## config.mk

```make
export PLATFORM = sky130hd
export DESIGN_NAME = secded_corrector
export DESIGN_NICKNAME = d
export VERILOG_FILES = /design/src/rtl/secded_corrector.sv
export SDC_FILE = /design/constraint.sdc
export NUM_CORES = 1
export LEC_CHECK = 0
export ABC_CLOCK_PERIOD_IN_PS = 1500
export CORE_MARGIN = 2
export CORE_UTILIZATION = 45
export CTS_CLUSTER_SIZE = 16
export DETAILED_ROUTE_END_ITERATION = 10
export HOLD_SLACK_MARGIN = 0.06
export PLACE_DENSITY_LB_ADDON = 0.08
export SETUP_SLACK_MARGIN = 0.15
export SYNTH_ARGS = -nofsm -noshare
export SYNTH_HDL_FRONTEND = slang
export SYNTH_SLANG_ARGS = --single-unit
export TNS_END_PERCENT = 50
```

## constraint.sdc

```tcl
create_clock -name clk -period 1.5 [get_ports clk]
set_input_delay 0.3 -clock clk [delete_from_list [all_inputs] [get_ports clk]]
set_output_delay 0.3 -clock clk [all_outputs]
set_load 0.01 [all_outputs]
```

## src/rtl/secded_corrector.sv

```systemverilog
// SEC-DED (12,8)+P corrector: registered syndrome stage, then registered decode/correct
// stage, with valid/ready flow control and saturating single/double error counters.
module secded_corrector #(
  parameter int CNT_W = 8
) (
  input  logic             clk,
  input  logic             rst_n,
  input  logic             in_valid,
  output logic             in_ready,
  input  logic [7:0]       in_data,
  input  logic [4:0]       in_check,
  output logic             out_valid,
  input  logic             out_ready,
  output logic [7:0]       out_data,
  output logic             out_single,
  output logic             out_double,
  output logic [3:0]       out_syndrome,
  input  logic             clr_cnt,
  output logic [CNT_W-1:0] single_cnt,
  output logic [CNT_W-1:0] double_cnt
);

  logic             vld_p1_q, vld_p1_d;
  logic [7:0]       data_p1_q, data_p1_d;
  logic [3:0]       syn_p1_q, syn_p1_d;
  logic             pe_p1_q, pe_p1_d;

  logic             vld_p2_q, vld_p2_d;
  logic [7:0]       data_p2_q, data_p2_d;
  logic             single_p2_q, single_p2_d;
  logic             double_p2_q, double_p2_d;
  logic [3:0]       syn_p2_q, syn_p2_d;

  logic [CNT_W-1:0] single_cnt_q, single_cnt_d;
  logic [CNT_W-1:0] double_cnt_q, double_cnt_d;

  logic             s2_load;
  logic             out_fire;

  function automatic logic [3:0] calc_syndrome(input logic [7:0] d, input logic [3:0] c);
    logic [3:0] p;
    p[0] = d[0] ^ d[1] ^ d[3] ^ d[4] ^ d[6];
    p[1] = d[0] ^ d[2] ^ d[3] ^ d[5] ^ d[6];
    p[2] = d[1] ^ d[2] ^ d[3] ^ d[7];
    p[3] = d[4] ^ d[5] ^ d[6] ^ d[7];
    return p ^ c;
  endfunction

  // Maps a Hamming position to the data bit it holds; parity positions map to no bit.
  function automatic logic [7:0] flip_mask(input logic [3:0] s);
    logic [7:0] m;
    case (s)
      4'd3:    m = 8'h01;
      4'd5:    m = 8'h02;
      4'd6:    m = 8'h04;
      4'd7:    m = 8'h08;
      4'd9:    m = 8'h10;
      4'd10:   m = 8'h20;
      4'd11:   m = 8'h40;
      4'd12:   m = 8'h80;
      default: m = 8'h00;
    endcase
    return m;
  endfunction

  function automatic logic [CNT_W-1:0] sat_inc(input logic [CNT_W-1:0] cnt);
    return (&cnt) ? cnt : cnt + CNT_W'(1);
  endfunction

  assign s2_load  = !vld_p2_q || out_ready;
  assign in_ready = !vld_p1_q || s2_load;
  assign out_fire = vld_p2_q && out_ready;

  // Stage 1: syndrome and overall parity
  always_comb begin
    vld_p1_d  = vld_p1_q;
    data_p1_d = data_p1_q;
    syn_p1_d  = syn_p1_q;
    pe_p1_d   = pe_p1_q;
    if (in_ready) begin
      vld_p1_d = in_valid;
      if (in_valid) begin
        data_p1_d = in_data;
        syn_p1_d  = calc_syndrome(in_data, in_check[3:0]);
        pe_p1_d   = ^{in_data, in_check};
      end
    end
  end

  // Stage 2: decode and correct
  always_comb begin
    vld_p2_d    = vld_p2_q;
    data_p2_d   = data_p2_q;
    single_p2_d = single_p2_q;
    double_p2_d = double_p2_q;
    syn_p2_d    = syn_p2_q;
    if (s2_load) begin
      vld_p2_d = vld_p1_q;
      if (vld_p1_q) begin
        data_p2_d   = data_p1_q;
        single_p2_d = 1'b0;
        double_p2_d = 1'b0;
        syn_p2_d    = syn_p1_q;
        if (pe_p1_q) begin
          if (syn_p1_q > 4'd12) begin
            double_p2_d = 1'b1;
          end else begin
            single_p2_d = 1'b1;
            data_p2_d   = data_p1_q ^ flip_mask(syn_p1_q);
          end
        end else if (syn_p1_q != 4'd0) begin
          double_p2_d = 1'b1;
        end
      end
    end
  end

  // Counters: clear beats a same-cycle increment
  always_comb begin
    single_cnt_d = single_cnt_q;
    double_cnt_d = double_cnt_q;
    if (clr_cnt) begin
      single_cnt_d = '0;
      double_cnt_d = '0;
    end else if (out_fire) begin
      if (single_p2_q) single_cnt_d = sat_inc(single_cnt_q);
      if (double_p2_q) double_cnt_d = sat_inc(double_cnt_q);
    end
  end

  always_ff @(posedge clk or negedge rst_n) begin
    if (!rst_n) begin
      vld_p1_q     <= 1'b0;
      data_p1_q    <= '0;
      syn_p1_q     <= '0;
      pe_p1_q      <= 1'b0;
      vld_p2_q     <= 1'b0;
      data_p2_q    <= '0;
      single_p2_q  <= 1'b0;
      double_p2_q  <= 1'b0;
      syn_p2_q     <= '0;
      single_cnt_q <= '0;
      double_cnt_q <= '0;
    end else begin
      vld_p1_q     <= vld_p1_d;
      data_p1_q    <= data_p1_d;
      syn_p1_q     <= syn_p1_d;
      pe_p1_q      <= pe_p1_d;
      vld_p2_q     <= vld_p2_d;
      data_p2_q    <= data_p2_d;
      single_p2_q  <= single_p2_d;
      double_p2_q  <= double_p2_d;
      syn_p2_q     <= syn_p2_d;
      single_cnt_q <= single_cnt_d;
      double_cnt_q <= double_cnt_d;
    end
  end

  assign out_valid    = vld_p2_q;
  assign out_data     = data_p2_q;
  assign out_single   = single_p2_q;
  assign out_double   = double_p2_q;
  assign out_syndrome = syn_p2_q;
  assign single_cnt   = single_cnt_q;
  assign double_cnt   = double_cnt_q;

endmodule

```

==> results of run 1 <==
[how the worst min path moves through the flow]
stage	cells after the start	end	slack [ps]
2_1_floorplan	0	data_p1_q[0]$_DFFE_PN0P_	4
3_3_place_gp	1	double_cnt[3]$_DFFE_PN0P_	210
3_5_place_dp	1	double_cnt[3]$_DFFE_PN0P_	200
4_1_cts	3	data_p1_q[7]$_DFFE_PN0P_	380
5_1_grt	2	data_p1_q[2]$_DFFE_PN0P_	340
6_report	2	data_p1_q[2]$_DFFE_PN0P_	330
[final cells by class]
| class | instances | area (sq um) | area share (%) |
|---|---|---|---|
| multi-input combinational | 168 | 1210 | 35.6 |
| tap | 67 | 83.8 | 2.46 |
| sequential | 45 | 1130 | 33.2 |
| timing repair buffer | 102 | 880 | 25.8 |
| clock inverter | 2 | 15.0 | 0.441 |
| clock buffer | 6 | 72.6 | 2.13 |
| inverter | 3 | 11.3 | 0.330 |
[state kept, by name (all words and copies together) (netlist names)]
signal        flops
vld_p1_q          1
out_data          8
syn_p1_q          4
pe_p1_q           1
double_cnt        8
data_p1_q         8
out_syndrome      4
out_valid         1
out_double        1
out_single        1
single_cnt        8
[stage by stage]
step,TNS [ps],setup slack [ps]
after global routing,-92.6,-44.6
after floorplan,0,98.2
after detailed placement,-7630,-361
after CTS,0,1.41
after global placement,-7540,-358
final,0,72.5
[where the power goes]
group	internal, W	switching, W
registers	0.00142	0.000167
logic	0.000639	0.000517
clock network	0.000328	0.000415
total	0.00238	0.00110
[kinds of logic after synthesis]
logic type,share of synthesized area [%]
mux,4.88
flops,49.9
compound gates,8.26
buf+inv,1.50
xor+xnor,15.8
fa+ha+maj,1.11
simple gates,18.5
[timing repair]
action | CTS | global route
hold buffers | 1 | 0
setup endpoints to repair | 57 | 41
pin swaps | 14 | 18
buffers inserted | 17 | 6
endpoints found under the hold margin | 11 | 0
resized for setup | 61 | 32
[cells in the final DEF (no fill, tap or decap), types with 5 or more instances in the layout]
cell type	synthesis	routed
sky130_fd_sc_hd__clkbuf_8	0	5
sky130_fd_sc_hd__dlymetal6s2s_1	0	9
sky130_fd_sc_hd__dlygate4sd2_1	0	20
sky130_fd_sc_hd__mux2_2	8	8
sky130_fd_sc_hd__buf_4	0	48
sky130_fd_sc_hd__nand2b_1	5	5
sky130_fd_sc_hd__nand2_1	36	34
sky130_fd_sc_hd__buf_2	0	6
sky130_fd_sc_hd__dfrtp_1	45	40
sky130_fd_sc_hd__clkdlybuf4s50_1	0	5
sky130_fd_sc_hd__o21ai_0	22	19
sky130_fd_sc_hd__nor2_1	21	21
sky130_fd_sc_hd__dfrtp_2	0	5
sky130_fd_sc_hd__xor2_1	13	10
sky130_fd_sc_hd__xnor2_1	20	19
[Yosys cell counts (3+ instances only)]
cell / n / area share [%]
sky130_fd_sc_hd__nand3_1: 4 / 0.89
sky130_fd_sc_hd__xnor2_1: 20 / 7.8
sky130_fd_sc_hd__clkbuf_1: 5 / 0.83
sky130_fd_sc_hd__and3_1: 5 / 1.4
sky130_fd_sc_hd__o211ai_1: 4 / 1.3
sky130_fd_sc_hd__nor2_1: 21 / 3.5
sky130_fd_sc_hd__xor2_1: 13 / 5.0
sky130_fd_sc_hd__nand2b_1: 5 / 1.4
sky130_fd_sc_hd__mux2_2: 8 / 4.0
sky130_fd_sc_hd__inv_1: 3 / 0.50
sky130_fd_sc_hd__nand3b_1: 3 / 1.0
sky130_fd_sc_hd__nand4_1: 4 / 1.1
sky130_fd_sc_hd__a21oi_1: 3 / 0.67
sky130_fd_sc_hd__o21ai_0: 22 / 4.9
sky130_fd_sc_hd__xnor3_1: 3 / 3.0
sky130_fd_sc_hd__dfrtp_1: 45 / 50
sky130_fd_sc_hd__nand2_1: 36 / 6.0
[worst max-delay path: stages (launching register included)]
cell and delay (ps):
sky130_fd_sc_hd__dfrtp_2 430, sky130_fd_sc_hd__ha_4 170, sky130_fd_sc_hd__nand4_1 140, sky130_fd_sc_hd__nor4b_4 310, sky130_fd_sc_hd__a31o_2 210, sky130_fd_sc_hd__a21oi_1 60
[routing by layer]
metal	vias to the layer above	part of all wire [%]
met2	44	51
met4	0	2.5
met3	13	3.3
met5	-	0
met1	912	43
li1	960	-
==> load_flow_metrics.sql, run 1 <==
INSERT INTO impl_metrics (metric_group, metric, value, unit) VALUES
('worst_setup_path', 'worst_r2r_path_depth', '5', ''),
('floorplanning', 'initial_core_util', '47.1', '%'),
('min_path', 'hold_path.class', 'in2reg', ''),
('logic_synthesis', 'synthesis.nets', '242', ''),
('detailed_routing', 'drcViolationCount', '0', ''),
('timing', 'setup_violations_final', '0', ''),
('worst_setup_path', 'startpoint_type', 'flip-flop', ''),
('cts', 'cts_max_path_buffers', '2', ''),
('power_and_ir_drop', 'total_power', '0.00348', 'W'),
('logic_synthesis', 'avgSynthCellArea', '10.2', 'sq um'),
('cts', 'cts_sinks', '45', ''),
('logic_synthesis', 'postSynthRegisterBits', '45', ''),
('logic_synthesis', 'synth_seq_area_share', '49.9', '%'),
('global_routing', 'grt_pass1_wl', '8.33', 'mm'),
('floorplanning', 'die_x', '74.8', 'um'),
('detailed_routing', 'first_pass_iters', '4', ''),
('cts', 'insertion_delay', '300', 'ps'),
('floorplanning', 'rows', '25', ''),
('floorplanning', 'dieArea', '5600', 'sq um'),
('finish', 'final_design_utilization', '71.2', '%'),
('placed_design', 'dp_cells', '361', ''),
('min_path', 'worst_hold_startpoint', 'in_data[2]', ''),
('global_routing', 'vias_in_the_first_global_route', '1859', ''),
('cts', 'tritoncts', 'done', ''),
('timing', 'fin_hold_ws', '330', 'ps'),
('cts', 'ctsRootBufferMaster', 'sky130_fd_sc_hd__clkbuf_8', ''),
('detailed_routing', 'routedWlPerCell', '13.0', 'um'),
('run_status', 'outcome', 'completed', ''),
('finish', 'ratio_of_cells_with_drive_above_1_in_the_final_layout', '31.3', '%'),
('cts', 'h-tree-depth', '2', ''),
('logic_synthesis', 'ys.warnings.count', '0', ''),
('worst_setup_path', 'crit_fanout', '4', ''),
('detailed_routing', 'antenna_violating_nets_post_route', '0', ''),
('placed_design', 'hpwl', '3.60', 'mm'),
('timing', 'timing.max_slew.rel_slack', '77.6', '%'),
('timing', 'timing_max_transition_violations_final', '0', ''),
('global_routing', 'met3_usage', '3.21', '%'),
('global_routing', 'grt.overflow.total', '0', ''),
('worst_setup_path', 'critical_path.reg2reg.startpoint', 'double_cnt[1]$_DFFE_PN0P_', ''),
('timing', 'hold_fails_final_rpt', '0', ''),
('global_routing', 'number_of_antenna_violations_at_the_first_check_in_global_routing', '0', ''),
('cts', 'clkTransAtPathRegs', '80', 'ps'),
('timing', 'fin_crit_sh', '95.2', '%'),
('placed_design', 'post_dp_cell_area', '3080', 'sq um'),
('placed_design', 'finalWeightedCongestion', '0.771', ''),
('logic_synthesis', 'synth_area', '2260', 'sq um'),
('worst_setup_path', 'timing.critical_path.required', '1680', 'ps'),
('timing', 'finalCriticalPeriod', '1430', 'ps'),
('global_routing', 'grt_busiest_layer', 'met2', ''),
('logic_synthesis', 'synth-main-ff-cell', 'sky130_fd_sc_hd__dfrtp_1', ''),
('detailed_routing', 'drt_iter0_markers', '71', ''),
('global_routing', 'grtUsageTotal', '19.8', '%'),
('finish', 'postLayoutCellArea', '3410', 'sq um'),
('finish', 'inserted_diodes', '0', ''),
('detailed_routing', 'vias', '1929', ''),
('finish', 'syn_to_final_growth', '51.1', '%'),
('detailed_routing', 'avgViaCountPerCell', '4.91', ''),
('worst_setup_path', 'endpoint_kind', 'flip-flop', ''),
('logic_synthesis', 'synth_cell_types', '30', ''),
('finish', 'fin_cells', '393', ''),
('worst_setup_path', 'reg2reg_to', 'double_cnt[7]$_DFFE_PN0P_', ''),
('placed_design', 'port_buffers', '49', ''),
('global_routing', 'grt_max_degree', '35', ''),
('timing', 'grt_setup_unrepaired', 'yes', ''),
('worst_setup_path', 'end_of_the_critical_path', 'double_cnt[7]$_DFFE_PN0P_', ''),
('finish', 'finish.net_count', '345', ''),
('flow_run', 'maxCapViolations', '0', ''),
('worst_setup_path', 'cp.arrival', '1610', 'ps'),
('logic_synthesis', 'synth_enable_flop_cells', '0', ''),
('logic_synthesis', 'async_flop_share', '100', '%'),
('cts', 'numCtsBuffers', '5', '');
(Power assumes the default switching activity.)
==> run 2, diff against run 1 <==
--- a/config.mk
+++ b/config.mk
@@ -16,4 +16,3 @@
 export SYNTH_ARGS = -nofsm -noshare
 export SYNTH_HDL_FRONTEND = slang
 export SYNTH_SLANG_ARGS = --single-unit
-export TNS_END_PERCENT = 50
==> run 2 against run 1 <==
Against the previous run: sequential share of layout area is 0.51 points higher; critical path type unchanged; critical endpoint is now double_cnt[1]$_DFFE_PN0P_; critical path depth increased by 1; flip-flop and latch count did not move.
==> load_flow_metrics.sql, run 2 (same netlist as run 1, synthesis figures left out) <==
INSERT INTO impl_metrics (metric_group, metric, value, unit) VALUES
('run_status', 'outcome', 'completed', ''),
('cts', 'numCtsBuffers', '5', ''),
('cts', 'tritoncts', 'done', ''),
('global_routing', 'grt_pass1_wl', '8.44', 'mm'),
('timing', 'grt_setup_unrepaired', 'yes', ''),
('worst_setup_path', 'timing.critical_path.required', '1680', 'ps'),
('finish', 'ratio_of_cells_with_drive_above_1_in_the_final_layout', '30.1', '%'),
('global_routing', 'grt.overflow.total', '0', ''),
('detailed_routing', 'drcViolationCount', '0', ''),
('min_path', 'hold_path.class', 'in2reg', ''),
('detailed_routing', 'drt_iter0_markers', '94', ''),
('timing', 'setup_slack', '28.6', 'ps'),
('detailed_routing', 'wl', '5.12', 'mm'),
('floorplanning', 'rows', '25', ''),
('worst_setup_path', 'cp_cell_sequence', 'ha_4, nand4_1, o21ai_2, buf_6, mux2i_1, nor2_1', ''),
('detailed_routing', 'routedWlPerCell', '13.2', 'um'),
('finish', 'finish.net_count', '341', ''),
('placed_design', 'port_buffers', '49', ''),
('timing', 'fin_hold_ws', '344', 'ps'),
('min_path', 'worst_hold_startpoint', 'in_data[2]', ''),
('finish', 'layout.cells.most_common', 'sky130_fd_sc_hd__buf_4', ''),
('worst_setup_path', 'crit_type', 'reg2reg', ''),
('cts', 'insertion_delay', '290', 'ps'),
('worst_setup_path', 'critical_path.reg2reg.startpoint', 'double_cnt[1]$_DFFE_PN0P_', ''),
('placed_design', 'placement.setup.worst_slack', '-348', 'ps'),
('floorplanning', 'die_x', '74.8', 'um'),
('detailed_routing', 'antenna_violating_nets_post_route', '0', ''),
('power_and_ir_drop', 'worst_ir_drop_vdd', '0.000608', 'V'),
('worst_setup_path', 'timing.critical_path.slowest_cell_delay', '400', 'ps'),
('worst_setup_path', 'worstPathBufferInverterCount', '1', ''),
('detailed_routing', 'vias', '1911', ''),
('cts', 'cts_sinks', '45', ''),
('timing', 'worst_clock_skew', '7.11', 'ps'),
('floorplanning', 'top_ports', '50', ''),
('cts', 'cts_max_path_buffers', '2', ''),
('power_and_ir_drop', 'p_leak', '1.61', 'nW'),
('timing', 'timing_max_transition_violations_final', '0', ''),
('placed_design', 'hpwl', '3.49', 'mm'),
('timing', 'fmaxAchievable', '0.680', 'GHz'),
('finish', 'final_design_utilization', '70.0', '%'),
('worst_setup_path', 'endpoint_kind', 'flip-flop', ''),
('finish', 'num-fill-cells', '402', ''),
('global_routing', 'vias_in_the_first_global_route', '1861', ''),
('worst_setup_path', 'startpoint_type', 'flip-flop', ''),
('detailed_routing', 'avgViaCountPerCell', '4.91', ''),
('power_and_ir_drop', 'pwr_cell_area', '1010', 'nW/um^2'),
('timing', 'timing.max_slew.rel_slack', '81.7', '%'),
('global_routing', 'grtUsageTotal', '19.9', '%'),
('detailed_routing', 'first_pass_iters', '4', ''),
('timing', 'setup_violations_final', '0', ''),
('finish', 'inserted_diodes', '0', ''),
('worst_setup_path', 'cp.arrival', '1650', 'ps'),
('timing', 'finalCriticalPeriod', '1470', 'ps'),
('flow_run', 'maxCapViolations', '0', ''),
('timing', 'fin_crit_sh', '98.1', '%'),
('floorplanning', 'fp.dieH', '74.8', 'um'),
('floorplanning', 'dieArea', '5600', 'sq um'),
('finish', 'syn_to_final_growth', '48.5', '%'),
('timing', 'hold_fails_final_rpt', '0', ''),
('worst_setup_path', 'critical-path-slowest-cell', 'sky130_fd_sc_hd__dfrtp_2', ''),
('cts', 'clkTransAtPathRegs', '80', 'ps'),
('global_routing', 'grt_max_degree', '46', ''),
('worst_setup_path', 'critPathTopFamily', 'flip-flops', ''),
('floorplanning', 'core', '4790', 'sq um'),
('cts', 'h-tree-depth', '2', ''),
('global_routing', 'number_of_antenna_violations_at_the_first_check_in_global_routing', '0', ''),
('worst_setup_path', 'crit_fanout', '5', ''),
('worst_setup_path', 'cp-startpoint', 'double_cnt[1]$_DFFE_PN0P_', ''),
('finish', 'mostFrequentLayoutCells', 'sky130_fd_sc_hd__buf_4 (45), sky130_fd_sc_hd__dfrtp_1 (42), sky130_fd_sc_hd__nand2_1 (35)', ''),
('placed_design', 'finalWeightedCongestion', '0.780', ''),
('cts', 'ctsRootBufferMaster', 'sky130_fd_sc_hd__clkbuf_8', ''),
('timing', 'tightest_slew', '274', 'ps'),
('floorplanning', 'initial_core_util', '47.1', '%');
-- run 2: cell types whose count changed in the layout (fill, tap and decap cells not counted), sizes merged --
cell           previous run  this run
clkinvlp                  2         0
dlymetal6s2s              9         4
clkdlybuf4s50             5         3
buf                      60        57
dlygate4sd2              20        28
clkbuf                    9         7
clkinv                    0         2
-- run 2: stage by stage --
step	area, sq um	setup TNS (ps)	cells	power [W]
2_1_floorplan	2300	0	222	0.00213
3_3_place_gp	3070	-7330	361	0.00270
3_5_place_dp	3070	-7340	361	0.00273
4_1_cts	3250	0	384	0.00340
5_1_grt	3350	-265	389	0.00361
6_report	3350	0	389	0.00339
-- run 2: area by class of cell --
| type | instances | area [sq um] | share of cell area (%) |
|---|---|---|---|
| clock buffer | 6 | 72.6 | 2.17 |
| clock inverter | 2 | 10.0 | 0.299 |
| inverter | 3 | 11.3 | 0.336 |
| multi-input combinational | 168 | 1220 | 36.5 |
| sequential | 45 | 1130 | 33.7 |
| tap | 67 | 83.8 | 2.50 |
| timing repair buffer | 98 | 820 | 24.5 |
-- run 2: timing repair --
action	in CTS	in global routing
gates resized for setup	68	28
pin swaps	16	19
hold endpoints to repair	45	0
buffers inserted	14	5
hold buffers	1	0
setup endpoints to repair	59	33
-- run 2: where the power goes --
group / switching [W] / leakage, nW / total [W] / internal [W]
registers: 0.000182 / 0.568 / 0.00160 / 0.00142
clock network: 0.000399 / 0.0450 / 0.000722 / 0.000324
logic: 0.000496 / 0.999 / 0.00107 / 0.000577
-- run 2: worst paths after layout --
kind | cells past startpoint | end | slack [ps]
setup / recovery | 6 | double_cnt[1]$_DFFE_PN0P_ | 30
hold / removal | 2 | data_p1_q[2]$_DFFE_PN0P_ | 340
setup reg to reg | 6 | double_cnt[1]$_DFFE_PN0P_ | 30
hold reg to reg | 2 | out_syndrome[0]$_DFFE_PN0P_ | 480
max in group asynchronous | 3 | syn_p1_q[1]$_DFFE_PN0P_ | 760
min in group asynchronous | 3 | double_cnt[7]$_DFFE_PN0P_ | 510
-- run 2: worst reg2reg max path: stages (launching register included) --
cell and delay [ps]:
sky130_fd_sc_hd__dfrtp_2 400, sky130_fd_sc_hd__ha_4 140, sky130_fd_sc_hd__nand4_1 220, sky130_fd_sc_hd__o21ai_2 240, sky130_fd_sc_hd__buf_6 140, sky130_fd_sc_hd__mux2i_1 180
sky130_fd_sc_hd__nor2_1 50
-- run 2: routing by layer --
layer / part of all wire, % / GRT usage (%) / vias to the layer above
met3: 3.9 / 4.28 / 6
met5: 0 / 0 / -
met1: 43 / 25.4 / 912
met2: 52 / 33.8 / 41
li1: - / - / 952
met4: 1.3 / 6.75 / 0
==> run 3, diff against run 2 <==
--- a/config.mk
+++ b/config.mk
@@ -5,9 +5,9 @@
 export SDC_FILE = /design/constraint.sdc
 export NUM_CORES = 1
 export LEC_CHECK = 0
-export ABC_CLOCK_PERIOD_IN_PS = 1500
+export ABC_CLOCK_PERIOD_IN_PS = 1800
 export CORE_MARGIN = 2
-export CORE_UTILIZATION = 45
+export CORE_UTILIZATION = 54
 export CTS_CLUSTER_SIZE = 16
 export DETAILED_ROUTE_END_ITERATION = 10
 export HOLD_SLACK_MARGIN = 0.06
==> constraint.sdc (replaced) <==
create_clock -name clk -period 1.8 [get_ports clk]
set_input_delay 0.36 -clock clk [delete_from_list [all_inputs] [get_ports clk]]
set_output_delay 0.36 -clock clk [all_outputs]
set_load 0.01 [all_outputs]
==> run 3 against run 2 <==
Against the previous run: flip-flop and latch count did not move; combinational power decreased by 18%; hold slack better by 140 ps; global-route usage rose by 2.1 points; first-iteration DRC count fell by 12%; cell count is 9.0% lower; clock skew decreased by 2.6 ps; setup slack better by 160 ps; non-clock buffer count fell by 17; highest routed layer unchanged; wire length decreased by 8.7%; register-to-register slack better by 210 ps.
==> load_flow_metrics.sql, run 3 (same netlist as run 1, synthesis figures left out) <==
INSERT INTO impl_metrics (metric_group, metric, value, unit) VALUES
('power_and_ir_drop', 'p_leak', '1.50', 'nW'),
('min_path', 'worst_hold_startpoint', 'out_syndrome[1]$_DFFE_PN0P_', ''),
('placed_design', 'finalWeightedCongestion', '0.792', ''),
('finish', 'ratio_of_cells_with_drive_above_1_in_the_final_layout', '17.4', '%'),
('global_routing', 'vias_in_the_first_global_route', '1762', ''),
('placed_design', 'port_buffers', '49', ''),
('timing', 'finalCriticalPeriod', '1610', 'ps'),
('finish', 'layout.cells.most_common', 'sky130_fd_sc_hd__dfrtp_1', ''),
('worst_setup_path', 'critical_path.reg2reg.startpoint', 'single_cnt[0]$_DFFE_PN0P_', ''),
('cts', 'cts_sinks', '45', ''),
('floorplanning', 'rows', '23', ''),
('floorplanning', 'initial_core_util', '56.4', '%'),
('cts', 'clkTransAtPathRegs', '80', 'ps'),
('finish', 'finish.net_count', '324', ''),
('global_routing', 'global_route.usage.met1', '24.9', '%'),
('flow_run', 'maxCapViolations', '0', ''),
('worst_setup_path', 'timing.critical_path.slowest_cell_delay', '560', 'ps'),
('timing', 'fin_crit_sh', '89.4', '%'),
('finish', 'syn_to_final_growth', '41.0', '%'),
('detailed_routing', 'first_pass_iters', '4', ''),
('timing', 'worst_clock_skew', '4.54', 'ps'),
('timing', 'fmaxAchievable', '0.621', 'GHz'),
('timing', 'setup_violations_final', '0', ''),
('detailed_routing', 'avgViaCountPerCell', '5.25', ''),
('global_routing', 'met3_usage', '4.87', '%'),
('detailed_routing', 'drt_iter0_markers', '83', ''),
('placed_design', 'hpwl', '3.51', 'mm'),
('finish', 'postLayoutCellArea', '3180', 'sq um'),
('power_and_ir_drop', 'pwr_cell_area', '895', 'nW/um^2'),
('finish', 'inserted_diodes', '0', ''),
('floorplanning', 'dieArea', '4710', 'sq um'),
('global_routing', 'grt.overflow.total', '0', ''),
('finish', 'mostFrequentLayoutCells', 'sky130_fd_sc_hd__dfrtp_1 (44), sky130_fd_sc_hd__clkdlybuf4s50_1 (41), sky130_fd_sc_hd__nand2_1 (36)', ''),
('worst_setup_path', 'timing.critical_path.required', '1440', 'ps'),
('detailed_routing', 'drcViolationCount', '0', ''),
('timing', 'grt_setup_unrepaired', 'yes', ''),
('global_routing', 'grt_util_met2', '41.0', '%'),
('global_routing', 'grt_pass1_wl', '7.58', 'mm'),
('worst_setup_path', 'cp_cell_sequence', 'clkdlybuf4s50_1', ''),
('detailed_routing', 'routedWlPerCell', '13.2', 'um'),
('power_and_ir_drop', 'total_power', '0.00285', 'W'),
('worst_setup_path', 'crit_type', 'reg2out', ''),
('timing', 'totalNegativeSetupSlack', '0', 'ps'),
('finish', 'final_design_utilization', '79.5', '%'),
('placed_design', 'post_dp_cell_area', '2980', 'sq um'),
('worst_setup_path', 'critical-path-slowest-cell', 'sky130_fd_sc_hd__clkdlybuf4s50_1', ''),
('cts', 'cts_max_path_buffers', '2', ''),
('worst_setup_path', 'critPathTopFamily', 'buffers and inverters', ''),
('worst_setup_path', 'crit_fanout', '4', ''),
('detailed_routing', 'wl', '4.67', 'mm'),
('cts', 'numCtsBuffers', '5', ''),
('global_routing', 'number_of_antenna_violations_at_the_first_check_in_global_routing', '0', ''),
('cts', 'insertion_delay', '300', 'ps'),
('finish', 'fin_cells', '354', ''),
('worst_setup_path', 'worstPathBufferInverterCount', '1', ''),
('placed_design', 'dp_cells', '337', ''),
('timing', 'timing.max_slew.rel_slack', '66.1', '%'),
('floorplanning', 'die_x', '68.6', 'um'),
('finish', 'num-fill-cells', '288', ''),
('floorplanning', 'core', '4000', 'sq um'),
('timing', 'hold_fails_final_rpt', '0', ''),
('global_routing', 'grtUsageTotal', '22.0', '%'),
('detailed_routing', 'antenna_violating_nets_post_route', '0', ''),
('global_routing', 'grt_max_degree', '25', ''),
('timing', 'tightest_slew', '509', 'ps'),
('timing', 'timing_max_transition_violations_final', '0', ''),
('global_routing', 'grt_busiest_layer', 'met2', ''),
('min_path', 'hold_path.class', 'reg2reg', ''),
('floorplanning', 'fp.dieH', '68.6', 'um'),
('cts', 'tritoncts', 'done', ''),
('worst_setup_path', 'cp.arrival', '1250', 'ps'),
('detailed_routing', 'vias', '1858', ''),
('run_status', 'outcome', 'completed', ''),
('cts', 'ctsRootBufferMaster', 'sky130_fd_sc_hd__clkbuf_8', ''),
('worst_setup_path', 'cp-startpoint', 'single_cnt[7]$_DFFE_PN0P_', ''),
('worst_setup_path', 'endpoint_kind', 'output pin', ''),
('floorplanning', 'top_ports', '50', ''),
('cts', 'h-tree-depth', '2', ''),
('worst_setup_path', 'startpoint_type', 'flip-flop', ''),
('power_and_ir_drop', 'worst_ir_drop_vdd', '0.000558', 'V');
==> run 3: layout make-up <==
class	instances	area, sq um	area share, %
sequential	45	1130	35.4
multi-input combinational	168	1120	35.2
clock buffer	7	86.3	2.71
timing repair buffer	81	776	24.4
inverter	3	11.3	0.354
tap	50	62.6	1.97
==> run 3: worst paths after layout <==
kind / endpoint / slack, ps / cells after the start
setup reg to reg: single_cnt[5]$_DFFE_PN0P_ / 240 / 6
hold reg to reg: out_syndrome[1]$_DFFE_PN0P_ / 480 / 2
setup / recovery: single_cnt[7] / 190 / 1
hold / removal: out_syndrome[1]$_DFFE_PN0P_ / 480 / 2
min in group asynchronous: double_cnt[3]$_DFFE_PN0P_ / 570 / 2
max in group asynchronous: single_cnt[3]$_DFFE_PN0P_ / 730 / 3
==> run 3: what timing repair did <==
action | in CTS | in global routing
gates resized for setup | 3 | 12
hold buffers | 1 | 0
endpoints found under the hold margin | 21 | 0
pin swaps | 0 | 4
endpoints found under the setup margin | 8 | 13
buffers inserted | 7 | 2
==> run 3: where the power goes <==
part	internal [W]	switching, W	total, W	leakage (nW)
clock	0.000305	0.000318	0.000622	0.0443
combinational	0.000512	0.000369	0.000881	0.884
sequential	0.00118	0.000165	0.00134	0.571
==> run 3: stage by stage <==
| step | setup slack [ps] | hold WS (ps) |
|---|---|---|
| global placement | -150 | 359 |
| finish | 190 | 480 |
| CTS | 147 | 485 |
| floorplan | 208 | 64.4 |
| global route | 124 | 518 |
| detailed placement | -137 | 360 |
==> run 3: worst reg2reg max path, delay by kind of cell, from the launching register on <==
family	cells	cell delay, ps
AOI/OAI and AO/OA	2	260
and+or+nand+nor	2	440
buffers and inverters	1	150
adders and majority gates	1	220
DFF	1	410
==> run 3: layer usage <==
layer	part of all wire, %	routed length (um)	up-vias
met4	1.2	57	0
met5	0	0	-
met1	40	1850	892
met2	55	2580	41
li1	-	-	919
met3	3.8	178	6
==> edit: new RTL, flow settings as in run 2 <==
Take the reset off `data_p1_q` and `data_p2_q` and load them in a clocked block of their own.
--- a/src/rtl/secded_corrector.sv
+++ b/src/rtl/secded_corrector.sv
@@ -131,11 +131,9 @@
   always_ff @(posedge clk or negedge rst_n) begin
     if (!rst_n) begin
       vld_p1_q     <= 1'b0;
-      data_p1_q    <= '0;
       syn_p1_q     <= '0;
       pe_p1_q      <= 1'b0;
       vld_p2_q     <= 1'b0;
-      data_p2_q    <= '0;
       single_p2_q  <= 1'b0;
       double_p2_q  <= 1'b0;
       syn_p2_q     <= '0;
@@ -143,17 +141,20 @@
       double_cnt_q <= '0;
     end else begin
       vld_p1_q     <= vld_p1_d;
-      data_p1_q    <= data_p1_d;
       syn_p1_q     <= syn_p1_d;
       pe_p1_q      <= pe_p1_d;
       vld_p2_q     <= vld_p2_d;
-      data_p2_q    <= data_p2_d;
       single_p2_q  <= single_p2_d;
       double_p2_q  <= double_p2_d;
       syn_p2_q     <= syn_p2_d;
       single_cnt_q <= single_cnt_d;
       double_cnt_q <= double_cnt_d;
     end
+  end
+
+  always_ff @(posedge clk) begin
+    data_p1_q <= data_p1_d;
+    data_p2_q <= data_p2_d;
   end
 
   assign out_valid    = vld_p2_q;
Function: differs if rst_n is asserted again (counterexample within 4 cycles, from zero or initial values and one cycle with rst_n low); with rst_n held inactive, the same outputs for 10 cycles.
==> edit against run 2 <==
- core utilization increased by 2.9 points
- final area increased by 2.8%
- synthesized area decreased by 1.8%
- first-iteration DRC count decreased by 5.3%
- count of clock-buffer cells in the layout increased by 2
- final cell count decreased by 5.9%
- worst setup slack improved by 0.014 ns
- routed wire length increased by 2.0%
- sequential cell count unchanged
- fmax increased by 0.98%
- total power increased by 2.2%
- largest cell class is now flip-flops and latches
- highest routed layer unchanged
==> edit: results (changes against run 2) <==
Clk tree area frac: 0.0262 (was 0.0247)
Multi-input logic area: 1140 sq um (was 1220 sq um)
WL met3: 230 um (was 202 um)
Post-synth top cells: 29 x dfrtp_1, 19 x xnor2_1, 16 x edfxtp_1, 16 x nand2_1, 16 x nor2_1 (was 45 x dfrtp_1, 36 x nand2_1, 22 x o21ai_0)
Largest net degree at the start of global routing: 30 (was 46)
Vias: 1841 (was 1911)
Post-Synth Adder-Cell Area: 0.0113 (was 0.0111)
Fill cell count: 336 (was 402)
Ranking of synthesized cells by area: dfrtp_1 33%, edfxtp_1 22%, xnor2_1 7.5% (was dfrtp_1 50%, xnor2_1 7.8%, nand2_1 6.0%)
Slew @ Worst Pin: 0.385 ns (was 0.274 ns)
Final setup skew: 0.00833 ns (was 0.00711 ns)
WHS Path Cells: 1 (was 2)
Placed cell count: 327 (was 361)
DR vias/cell: 5.03 (was 4.91)
RD Place Congestion: 0.825 (was 0.780)
Synth Area in Compound Gates: 0.0723 (was 0.0826)
Met2 WL: 2.90 mm (was 2.67 mm)
Post-synthesis mux area share: 0.0361 (was 0.0488)
Share of post-route cells with drive strength above 1: 0.401 (was 0.301)
Status: complete, no violations (unchanged)
Syn_nets: 210 (was 242)
Drt first-iter violations: 89 (was 94)
#MultiIn Comb: 134 (was 168)
Peak supply drop: 0.812 mV (was 0.608 mV)
Dpl ws: -0.514 ns (was -0.348 ns)
Average instance area after synthesis: 11.7 sq um (was 10.2 sq um)
Seq. cell area: 1210 sq um (was 1130 sq um)
Dpl cell area: 3100 sq um (was 3070 sq um)
Post_cts resized: 74 (was 68)
First-pass GRT wire length: 8.25 mm (was 8.44 mm)
==> edit: cell count changes after synthesis, sizes merged, moves of 5 or more <==
cell	before	now
nor2	21	16
dfrtp	45	29
o21ai	23	12
nand2	36	16
edfxtp	0	16
nor3	1	6
==> edit: how the worst max path moves through the flow <==
stage | start | to | slack [ns] | depth (start not counted)
2_1_floorplan | double_cnt[0] | double_cnt[7] | 0.10 | 5
3_3_place_gp | in_data[4] | pe_p1_q | -0.42 | 5
3_5_place_dp | in_data[4] | pe_p1_q | -0.51 | 5
4_1_cts | in_data[6] | pe_p1_q | 0.05 | 5
5_1_grt | double_cnt[1] | double_cnt[1] | -0.05 | 6
6_report | double_cnt[1] | double_cnt[7] | 0.04 | 5
==> edit: worst max-delay path: cells and delay by family, from the launching register on <==
| kind | cells | cell delay, ns |
|---|---|---|
| fa+ha+maj | 1 | 0.16 |
| flops | 1 | 0.44 |
| compound gates | 2 | 0.27 |
| simple gates | 2 | 0.48 |
